[src/rtl/jam_pkg.sv]
// Shared constants, FSM state encoding and the permutation field helper for
// the job-assignment cost sequencer.
package jam_pkg;

    localparam int N      = 8;
    localparam int IDX_W  = 3;
    localparam int COST_W = 7;
    localparam int SUM_W  = 10;
    localparam int CNT_W  = 4;

    localparam logic [SUM_W-1:0] MIN_INIT  = 10'h3FF;
    localparam logic [CNT_W-1:0] MATCH_MAX = 4'd15;

    typedef enum logic [2:0] {
        IDLE   = 3'd0,
        ISSUE  = 3'd1,
        DRAIN  = 3'd2,
        UPDATE = 3'd3,
        DONE   = 3'd4
    } jam_state_e;

    // Job assigned to worker k: the 3-bit field at bits [3k+2:3k].
    function automatic logic [IDX_W-1:0] job_of(input logic [N*IDX_W-1:0] perm,
                                                input logic [IDX_W-1:0]   k);
        return perm[int'(k)*IDX_W +: IDX_W];
    endfunction

endpackage

[src/rtl/jam_min_tracker.sv]
// Running minimum / match-count tracker; the first update after reset or after
// a completed run compares against a fresh MIN_INIT/0 baseline.
module jam_min_tracker
    import jam_pkg::*;
(
    input  logic             clk_i,
    input  logic             rst_ni,
    input  logic             update_i,
    input  logic             last_i,
    input  logic [SUM_W-1:0] sum_i,
    output logic [SUM_W-1:0] min_o,
    output logic [CNT_W-1:0] count_o,
    output logic             init_pending_o
);

    logic [SUM_W-1:0] min_q;
    logic [CNT_W-1:0] count_q;
    logic             pending_q;
    logic [SUM_W-1:0] base_min;
    logic [CNT_W-1:0] base_cnt;

    assign base_min = pending_q ? MIN_INIT : min_q;
    assign base_cnt = pending_q ? '0 : count_q;

    always_ff @(posedge clk_i) begin
        if (!rst_ni) begin
            min_q     <= '0;
            count_q   <= '0;
            pending_q <= 1'b1;
        end else if (update_i) begin
            // The update that closes a run re-arms the baseline for the next run.
            pending_q <= last_i;
            if (sum_i < base_min) begin
                min_q   <= sum_i;
                count_q <= CNT_W'(1);
            end else if (sum_i == base_min) begin
                min_q   <= base_min;
                count_q <= (base_cnt == MATCH_MAX) ? MATCH_MAX : base_cnt + CNT_W'(1);
            end else begin
                min_q   <= base_min;
                count_q <= base_cnt;
            end
        end
    end

    assign min_o          = min_q;
    assign count_o        = count_q;
    assign init_pending_o = pending_q;

endmodule

[src/rtl/jam_cost_seq.sv]
// Sums the Cost ROM over each offered permutation and reports the run minimum.
// Optional JAM_SEQ_EARLY_ABORT_EN abandons a permutation once it exceeds the min.
module jam_cost_seq #(
    parameter int N      = jam_pkg::N,
    parameter int COST_W = jam_pkg::COST_W,
    parameter int SUM_W  = jam_pkg::SUM_W
) (
    input  logic                     CLK,
    input  logic                     RST,
    input  logic                     perm_valid,
    output logic                     perm_ready,
    input  logic [3*N-1:0]           perm_data,
    input  logic                     perm_last,
    output logic [2:0]               W,
    output logic [2:0]               J,
    input  logic [COST_W-1:0]        Cost,
    output logic [SUM_W-1:0]         MinCost,
    output logic [3:0]               MatchCount,
    output logic                     Valid,
    output logic                     busy,
    output jam_pkg::jam_state_e      dbg_state
);
    import jam_pkg::*;

    jam_state_e       state_q;
    logic [IDX_W-1:0] k_q;
    logic [IDX_W-1:0] k_nxt;
    logic [3*N-1:0]   perm_q;
    logic             last_q;
    logic [SUM_W-1:0] acc_q;
    logic [SUM_W-1:0] partial;
    logic [IDX_W-1:0] w_q;
    logic [IDX_W-1:0] j_q;
    logic             valid_q;
    logic             xfer;
    logic             abort;
    logic [SUM_W-1:0] trk_min;
    logic [CNT_W-1:0] trk_cnt;
    logic             trk_pending;

    // Handshake: a permutation transfers on a rising edge where perm_valid and
    // perm_ready are both high; perm_ready is high only in IDLE out of reset.
    assign perm_ready = (state_q == IDLE) && RST;
    assign xfer       = perm_valid && perm_ready;
    assign k_nxt      = k_q + IDX_W'(1);
    assign partial    = acc_q + SUM_W'(Cost);

`ifdef JAM_SEQ_EARLY_ABORT_EN
    assign abort = (state_q == ISSUE) && (k_q != '0) && !trk_pending && (partial > trk_min);
`else
    assign abort = 1'b0;
`endif

    always_ff @(posedge CLK) begin
        if (!RST) begin
            state_q <= IDLE;
            k_q     <= '0;
            perm_q  <= '0;
            last_q  <= 1'b0;
            acc_q   <= '0;
            w_q     <= '0;
            j_q     <= '0;
            valid_q <= 1'b0;
        end else begin
            valid_q <= 1'b0;
            case (state_q)
                IDLE: begin
                    if (xfer) begin
                        perm_q  <= perm_data;
                        last_q  <= perm_last;
                        acc_q   <= '0;
                        k_q     <= '0;
                        w_q     <= '0;
                        j_q     <= perm_data[IDX_W-1:0];
                        state_q <= ISSUE;
                    end
                end
                ISSUE: begin
                    // ROM data arrives one cycle late, so slot k adds address k-1.
                    if (k_q != '0) acc_q <= partial;
                    if (abort) begin
                        state_q <= UPDATE;
                    end else if (k_q == IDX_W'(N-1)) begin
                        state_q <= DRAIN;
                    end else begin
                        k_q <= k_nxt;
                        w_q <= k_nxt;
                        j_q <= job_of(perm_q, k_nxt);
                    end
                end
                DRAIN: begin
                    acc_q   <= partial;
                    state_q <= UPDATE;
                end
                UPDATE: begin
                    if (last_q) begin
                        valid_q <= 1'b1;
                        state_q <= DONE;
                    end else begin
                        state_q <= IDLE;
                    end
                end
                DONE:    state_q <= IDLE;
                default: state_q <= IDLE;
            endcase
        end
    end

    jam_min_tracker u_tracker (
        .clk_i          (CLK),
        .rst_ni         (RST),
        .update_i       (state_q == UPDATE),
        .last_i         (last_q),
        .sum_i          (acc_q),
        .min_o          (trk_min),
        .count_o        (trk_cnt),
        .init_pending_o (trk_pending)
    );

    assign W          = w_q;
    assign J          = j_q;
    assign MinCost    = trk_min;
    assign MatchCount = trk_cnt;
    assign Valid      = valid_q;
    assign busy       = (state_q != IDLE);
    assign dbg_state  = state_q;

endmodule

[config.mk]
export PLATFORM = sky130hd
export DESIGN_NAME = jam_cost_seq
export DESIGN_NICKNAME = d
export VERILOG_FILES = /design/src/rtl/jam_pkg.sv /design/src/rtl/jam_min_tracker.sv /design/src/rtl/jam_cost_seq.sv
export SDC_FILE = /design/constraint.sdc
export NUM_CORES = 1
export LEC_CHECK = 0
export CAP_MARGIN = 20
export CORE_ASPECT_RATIO = 1.2
export CORE_MARGIN = 10
export CORE_UTILIZATION = 50
export CTS_CLUSTER_DIAMETER = 50
export DETAILED_ROUTE_END_ITERATION = 6
export DONT_BUFFER_PORTS = 1
export PLACE_DENSITY = 0.72
export SLEW_MARGIN = 10
export SYNTH_ARGS = -nofsm -noshare
export SYNTH_HDL_FRONTEND = slang
export SYNTH_HIERARCHICAL = 1
export SYNTH_SLANG_ARGS = --single-unit
[constraint.sdc]
create_clock -name CLK -period 6.5 [get_ports CLK]
set_input_delay 0.975 -clock CLK [delete_from_list [all_inputs] [get_ports CLK]]
set_output_delay 0.975 -clock CLK [all_outputs]
set_load 0.01 [all_outputs]
==> results of run 1 <==
## logic make-up after synthesis
kind of cell | count (synthesis)
mux | 15
flops | 60
simple gates | 154
xor+xnor | 1
buf+inv | 38
compound gates | 107
fa+ha+maj | 22
## critical path: cells and delay by family (launching register included)
family                   cells  cell delay, ps
AO/OA/AOI/OAI                3            1500
flip-flops                   1             680
adder cells (fa/ha/maj)      1             370
AND/OR/NAND/NOR              2             200
## cell usage after synthesis, types with 3 or more instances
cell type	count	share of area
a211oi_1	10	0.022
ha_1	21	0.076
nand2_2	10	0.018
nand3_1	5	0.0073
a2111oi_0	10	0.025
dfxtp_1	60	0.35
nor3_1	6	0.0087
nor2b_1	4	0.0073
buf_2	7	0.010
o21ai_0	32	0.047
a21oi_1	18	0.026
a41o_1	3	0.0087
a22oi_1	3	0.0066
nor2_1	26	0.028
mux4_2	6	0.039
or4_1	3	0.0066
inv_1	12	0.013
and3b_1	3	0.0076
nand4_1	5	0.0091
mux2i_1	8	0.023
o21ai_2	10	0.025
clkbuf_1	11	0.012
nand2_1	58	0.063
nand2b_1	18	0.033
## routing by layer
layer  vias to the layer above  track usage  wire [um]
met2                        80       0.2443       3930
met4                         0      0.06108        119
met1                      1321       0.1877       3394
li1                       1416            -          -
met5                         -            0          0
met3                        12      0.05285        678
## area by class of cell
class | instances | area [um^2] | share of cell area
repair buffers | 2 | 15.01 | 0.004155
clock inverters | 7 | 75.07 | 0.02078
well taps | 87 | 108.9 | 0.03012
inverters | 12 | 45.04 | 0.01247
flip-flops and latches | 60 | 1201 | 0.3324
multi-input cells | 299 | 2044 | 0.5658
clock buffers | 9 | 123.9 | 0.03428
## report_power, final
part	internal, W	switching [W]	total, W
registers	0.000383	0.0000135	0.000397
logic	0.0000258	0.0000344	0.0000602
clock network	0.000179	0.000161	0.000340
## path summary, 6_finish.rpt
kind / start / to / slack [ps] / cells past startpoint
setup / recovery: u_tracker/init_pending_o$_SDFFE_PN1P_ / u_tracker/min_o[3]$_SDFFE_PN0P_ / 3600 / 6
hold reg to reg: perm_q[20]$_SDFFE_PN0P_ / perm_q[20]$_SDFFE_PN0P_ / 450 / 2
setup reg to reg: u_tracker/init_pending_o$_SDFFE_PN1P_ / u_tracker/min_o[3]$_SDFFE_PN0P_ / 3600 / 6
hold / removal: perm_q[20]$_SDFFE_PN0P_ / perm_q[20]$_SDFFE_PN0P_ / 450 / 2
## sequential cells by signal (all words and copies together), names as in the netlist
signal	flops
dbg_state	3
last_q	1
u_tracker/count_o	4
perm_q	24
acc_q	10
u_tracker/min_o	10
J	3
W	3
Valid	1
u_tracker/init_pending_o	1
## metrics by stage
step                      setup slack, ps    util  cell area (um^2)  std cells
after floorplan                      3902       -              3437        397
after global placement               3863  0.5043              3415        460
after detailed placement             3710  0.5043              3415        460
after CTS                            3673  0.5336              3613        476
after global routing                 3345  0.5336              3613        476
final                                3595  0.5336              3613        476
## cell usage in the layout (no fill, tap or decap), types with 5 or more instances in the layout
cell type and n:
dfxtp_1 60, nand2_1 58, o21ai_0 32, nor2_1 26
ha_1 21, a21oi_1 18, nand2b_1 18, inv_1 12
nand2_2 10, o21ai_2 10, a2111oi_0 10, a211oi_1 10
clkbuf_8 9, mux2i_1 8, mux4_2 6, nor3_1 6
nand3_1 5, nand4_1 5
==> metrics, run 1 <==
layout cells sized above 1 0.1414; WP data arrival 3100 ps; CP Launch Type flip-flop; first-pass GRT wire length 13510 um; EDFF count, synth 0; total wire length 8123 um; Slew Viols, Final 0; Yosys warnings 6; cts bufs inserted 9; Netlist cell types 60; Syn Area/Cell 8.658 um^2; xor/xnor share of the synthesized area 0.002548; worst vdd ir 153.3 uV; worst hold slack 452.2 ps; worst path cell trace nor2_1 > ha_1 > nand2_1 > o21ai_0 > a211o_1 > a211oi_1; leak pwr 1.351 nW; Critical Path End Type flip-flop; top_reg_cell synth dfxtp_1; remaining global-route overflow 0; clock buffer depth 2; width of the die 95.69 um; cell type of the slowest stage on the worst timing path o21ai_0; setup TNS 0 ps; Power Dens Cells 220.5 nW/um^2; fin crit period 2905 ps; Synth Register Bits 60; fmax 344.3 MHz; Setup Buffers After CTS 0; # port buffers 0; total track usage 0.1553; # setup viols final 0; drt first-iter violations 91; drt via density 5.943; I/O pin total 61; # resized after CTS 0; Starting Density 0.5076; Synth Area in Compound Gates 0.2155; Final ANT Viol Nets 0; Syn Std Cell Area 3437 um^2; Vias 2829; DRC errors left 0; number of diodes 0; dpl hpwl 5877 um; Req. time, crit path 6700 ps; clock latency on the worst-skew pair 340 ps; Root Buffer clkbuf_8; outcome complete, no violations; initial antenna violation count 0; Max stage delay on crit path 790 ps; core area 6771 um^2; max cap viols 0; Worst Hold Class flip-flop to flip-flop; simple-gate share of the synthesized area 0.2286; RSZ-0062 raised after global routing no; Crit Path Class flip-flop to flip-flop; Core Rows 33; Area Growth Syn to Fin 5.133%; TritonCTS clock tree yes; First-pass DRT Iterations 4; FFs w/ async S/R, synth 0; largest net degree at the start of global routing 55; mux cell area share after synthesis 0.06589; Final Hold Fails 0; Die Footprint 10600 um^2; largest family of logic cells by synthesized area simple AND/OR/NAND/NOR gates; fillcell total 646; Clock Skew 9.993 ps; vias in the first global route 2806; crit path max fanout 17; syn_nets 454; final net count 441; Least-Margin Pin Slew 992.7 ps; relative slew slack 0.3312; Post-Synthesis Cells 397; Final period util 0.4469; clock sink count 60; H-tree Lvls 3; Synth Area in Adders 0.08227; WL/cell 17.07 um; die height 110.8 um; post-synthesis sequential area ratio 0.3495; CTS hold repair buffers 0; Clock Pin Slew Worst Setup and Hold Paths 80 ps; Final GP Congestion 0.8177; Power, Total 0.0007966 W
(Power assumes the default switching activity.)
==> run 2, diff against run 1 <==
- ABC_AREA: not set -> 1
- clock period: 6.5 -> 2.8 ns (I/O delays scaled with it)
==> run 2 against run 1 <==
Effect of this change:
- synthesized cell count is 35% higher
- clock skew decreased by 5.7 ps
- non-clock buffer count grew 4
- critical path depth increased by 7
- final cell count rose by 32%
- combinational power rose to 7.3 times the previous value
- sequential cell count is the same
- setup slack got worse by 3100 ps
- critical path type unchanged
==> metrics, run 2 <==
simple-gate share of the synthesized area 0.3344; Clk pwr share 0.355; # port buffers 0; commonest non-fill, non-tap cell in the layout nand2_1; initial antenna violation count 0; WL/cell 13.92 um; I/O pin total 61; FFs w/ async S/R, synth 0; Req. time, crit path 3080 ps; Post-Synthesis Cells 536; Starting Density 0.5177; setup TNS 0 ps; most common cell in the synthesized netlist nand2_1; cell type of the slowest stage on the worst timing path dfxtp_1; cell accounting for the most synthesized area dfxtp_1; final net count 592; Worst Hold Class input pin to flip-flop; register share of total power 0.447; Synth Register Bits 60; Syn Std Cell Area 3570 um^2; Hold Path Depth 2; max FFs per register 24; die height 112.6 um; Critical Path Stages 13; Final WS setup 539.4 ps; crit path max fanout 11; clock sink count 60; RSZ-0062 raised after global routing no; WP buf/inv 3; Clock Pin Slew Worst Setup and Hold Paths 60 ps; mux cell area share after synthesis 0; H-tree Lvls 3; DRC errors left 0; clock buffer depth 2; Synth top cells by count 133 x nand2_1, 67 x nor2_1, 60 x dfxtp_1; Setup Buffers After CTS 0; core area 6895 um^2; largest family of logic cells by synthesized area simple AND/OR/NAND/NOR gates; vias in the first global route 3117; Syn Area/Cell 6.660 um^2; largest net degree at the start of global routing 34; dpl hpwl 6627 um; Critical Path End Type flip-flop; drt first-iter violations 135; Vias 3272; dpl ws 613.8 ps; fin crit period 2261 ps; First-pass DRT Iterations 4; fmax 442.4 MHz; cts bufs inserted 9; Final ANT Viol Nets 0; post-synthesis sequential area ratio 0.3365; Synth top area share 0.3365; syn_nets 593; xor/xnor share of the synthesized area 0.004907; Die Footprint 10930 um^2; Non-Filler Instances 627; Root Buffer clkbuf_8; total track usage 0.1602; CP Launch Type flip-flop; NetSw 0.0006905 W; Synth Area in Adders 0.07921; Clock Skew 4.305 ps; outcome complete, no violations; Synth Area in Compound Gates 0.1444; Final period util 0.8073; post-route cell area 3820 um^2; Power, Total 0.002229 W; sw frac 0.3097; Core Rows 33; top_reg_cell synth dfxtp_1; Yosys warnings 6; TritonCTS clock tree yes; worst path cell trace buf_4 > nor2_1 > ha_1 > nand2_1 > nand2_1 > a21oi_2 > nand2_1 > nor2_2 > buf_4 > nand2_2 > nand3_1 > nand2_1 > inv_1; largest register by flop count perm_q; Area Growth Syn to Fin 7.010%; first-pass GRT wire length 14700 um; Crit Path Class flip-flop to flip-flop; clock latency on the worst-skew pair 330 ps; Comb pwr share 0.198; width of the die 97.13 um; # resized after CTS 0; relative slew slack 0.6874; # setup viols final 0; most frequent cells in the layout 133 x nand2_1, 67 x nor2_1, 60 x dfxtp_1; Power Dens Cells 583.6 nW/um^2; Max stage delay on crit path 510 ps; Internal 0.001539 W; Slew Viols, Final 0; Least-Margin Pin Slew 468.5 ps; Final GP Congestion 0.8955; worst vdd ir 355.5 uV; number of diodes 0; remaining global-route overflow 0; total wire length 8725 um; Final Hold Fails 0; drt via density 5.219; synth top area cells dfxtp_1 34%, nand2_1 14%, ha_1 7.4%; WP data arrival 2540 ps; leak pwr 1.830 nW; CTS hold repair buffers 0; placed inst area 3617 um^2; EDFF count, synth 0; layout cells sized above 1 0.1037; Netlist cell types 36; Top delay family on crit path simple AND/OR/NAND/NOR gates; Crit path top cell by count nand2_1; max cap viols 0; R2R depth 13; dpl cells 611
run 2: final cells by class:
cell class              instances  area, um^2
flip-flops and latches         60        1201
inverters                      66       247.7
well taps                      87       108.9
multi-input cells             392        2014
repair buffers                  6       45.04
clock buffers                  12       155.1
fillers                       654        3075
clock inverters                 4       47.55
run 2: worst paths after layout:
path,slack (ps),from,endpoint
min,190,perm_data[18],perm_q[18]$_SDFFE_PN0P_
min reg2reg,450,perm_q[15]$_SDFFE_PN0P_,perm_q[15]$_SDFFE_PN0P_
max reg2reg,540,u_tracker/init_pending_o$_SDFFE_PN1P_,u_tracker/min_o[8]$_SDFFE_PN0P_
max,540,u_tracker/init_pending_o$_SDFFE_PN1P_,u_tracker/min_o[8]$_SDFFE_PN0P_
run 2: worst reg2reg max path: cells and delay by family (launching register included):
| kind | cells | cell delay, ps |
|---|---|---|
| and+or+nand+nor | 8 | 740 |
| buffers and inverters | 3 | 520 |
| DFF | 1 | 510 |
| adders and majority gates | 1 | 310 |
| AOI/OAI and AO/OA | 1 | 150 |
run 2: power by group through the flow:
stage | Clock [W] | Combinational [W] | Sequential [W]
6_report | 0.000792 | 0.000440 | 0.000997
5_1_grt | 0.000856 | 0.000510 | 0.00100
4_1_cts | 0.000814 | 0.000444 | 0.00100
3_5_place_dp | 0 | 0.000441 | 0.00102
3_3_place_gp | 0 | 0.000433 | 0.00102
2_1_floorplan | 0 | 0.000374 | 0.000996
run 2: per-stage QoR:
| stage | utilization | hold WS, ps |
|---|---|---|
| final | 0.5540 | 192.5 |
| after global routing | 0.5540 | 173.2 |
| after CTS | 0.5540 | 176.1 |
| after detailed placement | 0.5246 | 433.4 |
| after global placement | 0.5246 | 430.5 |
| after floorplan | - | 420.8 |
run 2: layer usage:
layer | vias up | global-route usage | share of wire
li1 | 1713 | - | -
met1 | 1464 | 0.1717 | 0.42
met2 | 86 | 0.2853 | 0.51
met3 | 9 | 0.05031 | 0.064
met4 | 0 | 0.06404 | 0.012
met5 | - | 0 | 0
run 2: cells by family after synthesis:
| group | after synthesis |
|---|---|
| AND/OR/NAND/NOR | 275 |
| AO/OA/AOI/OAI | 93 |
| buffers and inverters | 84 |
| flip-flops | 60 |
| adder cells (fa/ha/maj) | 22 |
| XOR/XNOR | 2 |
==> run 3, diff against run 2 <==
- PLACE_DENSITY: 0.72 -> 0.75
- clock period: 2.8 -> 1.95 ns (I/O delays scaled with it)
==> run 3 against run 2 <==
Effect of this change:
- utilization rose by 4.8 points
- final area rose by 8.7%
- setup slack got worse by 470 ps
- final cell count rose by 4.1%
- critical path type unchanged
- largest cell class unchanged
- routed wire length rose by 9.2%
- first-iteration DRC count rose by 24%
- clock-buffer cell count did not move
- sequential power rose by 41%
- clock power rose by 60%
- clock skew rose by 3.8 ps
- fmax rose by 20%
- via count rose by 7.1%
==> metrics, run 3 (synthesis results as in run 2) <==
outcome complete, no violations; I/O pin total 61; Worst Hold Class input pin to flip-flop; dpl ws -234.6 ps; layout cells sized above 1 0.1555; Area Growth Syn to Fin 16.33%; Die Footprint 10930 um^2; H-tree Lvls 3; Final WS setup 65.85 ps; Critical Path End Type flip-flop; Clk pwr share 0.374; DRC errors left 0; Hold Path Depth 2; Starting Density 0.5177; total wire length 9528 um; worst hold slack 57.11 ps; vias in the first global route 3397; WL/cell 14.59 um; Final ANT Viol Nets 0; Final Hold Fails 0; cts bufs inserted 9; sw frac 0.3091; max FFs per register 24; TritonCTS clock tree yes; Least-Margin Pin Slew 507.2 ps; largest net degree at the start of global routing 37; register share of total power 0.413; dpl hpwl 6920 um; Req. time, crit path 2230 ps; clock buffer depth 2; total track usage 0.1686; RSZ-0062 raised after global routing yes; fillcell total 621; Root Buffer clkbuf_8; WP data arrival 2160 ps; number of diodes 0; R2R depth 12; leak pwr 2.013 nW; drt first-iter violations 167; initial antenna violation count 0; Final period util 0.9662; Clock Skew 8.144 ps; commonest non-fill, non-tap cell in the layout nand2_1; fmax 530.7 MHz; remaining global-route overflow 0; # setup viols final 0; Crit Path Class flip-flop to flip-flop; post-route cell area 4153 um^2; Internal 0.002349 W; fin crit period 1884 ps; die height 112.6 um; Core Rows 33; first-pass GRT wire length 15430 um; largest register by flop count perm_q; First-pass DRT Iterations 4; Clock Pin Slew Worst Setup and Hold Paths 80 ps; final net count 618; Power Dens Cells 818.5 nW/um^2; CP Launch Type flip-flop; worst vdd ir 524.0 uV; crit path max fanout 10; Comb pwr share 0.213; Final GP Congestion 0.8775; max cap viols 0; Slew Viols, Final 0; width of the die 97.13 um; core area 6895 um^2; Vias 3505; placed inst area 3815 um^2; relative slew slack 0.6615; drt via density 5.368; # port buffers 0; NetSw 0.001051 W; clock latency on the worst-skew pair 340 ps; clock sink count 60; most frequent cells in the layout 131 x nand2_1, 66 x nor2_1, 59 x dfxtp_1, 59 x inv_1, 43 x nand3_1
[run 3: per-stage QoR]
stage | utilization | TNS [ps] | instances | total power (W)
CTS | 0.5903 | 0 | 652 | 0.003412
global placement | 0.5533 | -1462 | 634 | 0.002128
detailed placement | 0.5533 | -2197 | 634 | 0.002151
finish | 0.6023 | 0 | 653 | 0.003399
floorplan | - | 0 | 536 | 0.001968
global route | 0.6023 | -45.30 | 653 | 0.003569
[run 3: power by group through the flow]
stage          clock network, W  registers (W)  logic (W)
2_1_floorplan                 0        0.00143   0.000538
3_3_place_gp                  0        0.00143   0.000696
3_5_place_dp                  0        0.00144   0.000715
4_1_cts                 0.00128        0.00141   0.000721
5_1_grt                 0.00134        0.00142   0.000816
6_report                0.00127        0.00141   0.000724
[run 3: repair_timing]
action | 4_1_cts | 5_1_grt
setup buffers | 2 | 0
cloned | 0 | 1
pin swaps | 1 | 3
resized for setup | 2 | 13
hold buffers | 0 | 0
endpoints found under the setup margin | 14 | 14
[run 3: worst paths after layout]
check / from / slack (ps) / end
worst max-delay path: u_tracker/init_pending_o$_SDFFE_PN1P_ / 70 / u_tracker/count_o[2]$_SDFFE_PN0P_
worst min-delay path: perm_data[19] / 60 / perm_q[19]$_SDFFE_PN0P_
worst max register to register: u_tracker/init_pending_o$_SDFFE_PN1P_ / 70 / u_tracker/count_o[2]$_SDFFE_PN0P_
worst min register to register: perm_q[6]$_SDFFE_PN0P_ / 440 / perm_q[6]$_SDFFE_PN0P_
[run 3: final cells by class]
class / count / area, um^2 / area share
tap: 87 / 108.9 / 0.02621
multi-input combinational: 392 / 2074 / 0.4995
sequential: 60 / 1205 / 0.2901
inverter: 66 / 247.7 / 0.05966
clock buffer: 12 / 145.1 / 0.03495
clock inverter: 4 / 72.57 / 0.01748
timing repair buffer: 32 / 299.0 / 0.07201
[run 3: critical path, stage by stage, from the launching register on]
cell and delay [ps]:
dfxtp_4 370, buf_12 130, nor2_1 50, ha_1 300
nand2_2 90, nor2_4 150, inv_1 70, a21oi_2 150
nor2_4 70, buf_12 140, nor2_4 110, nand2_1 70
a21oi_1 110
[run 3: metal layers]
layer  GRT usage  up-vias  part of all wire
li1            -     1760                 -
met1      0.1686     1626              0.41
met2      0.3054       97              0.49
met3     0.05153       22             0.065
met4     0.08867        0             0.035
met5     0.01357        -                 0
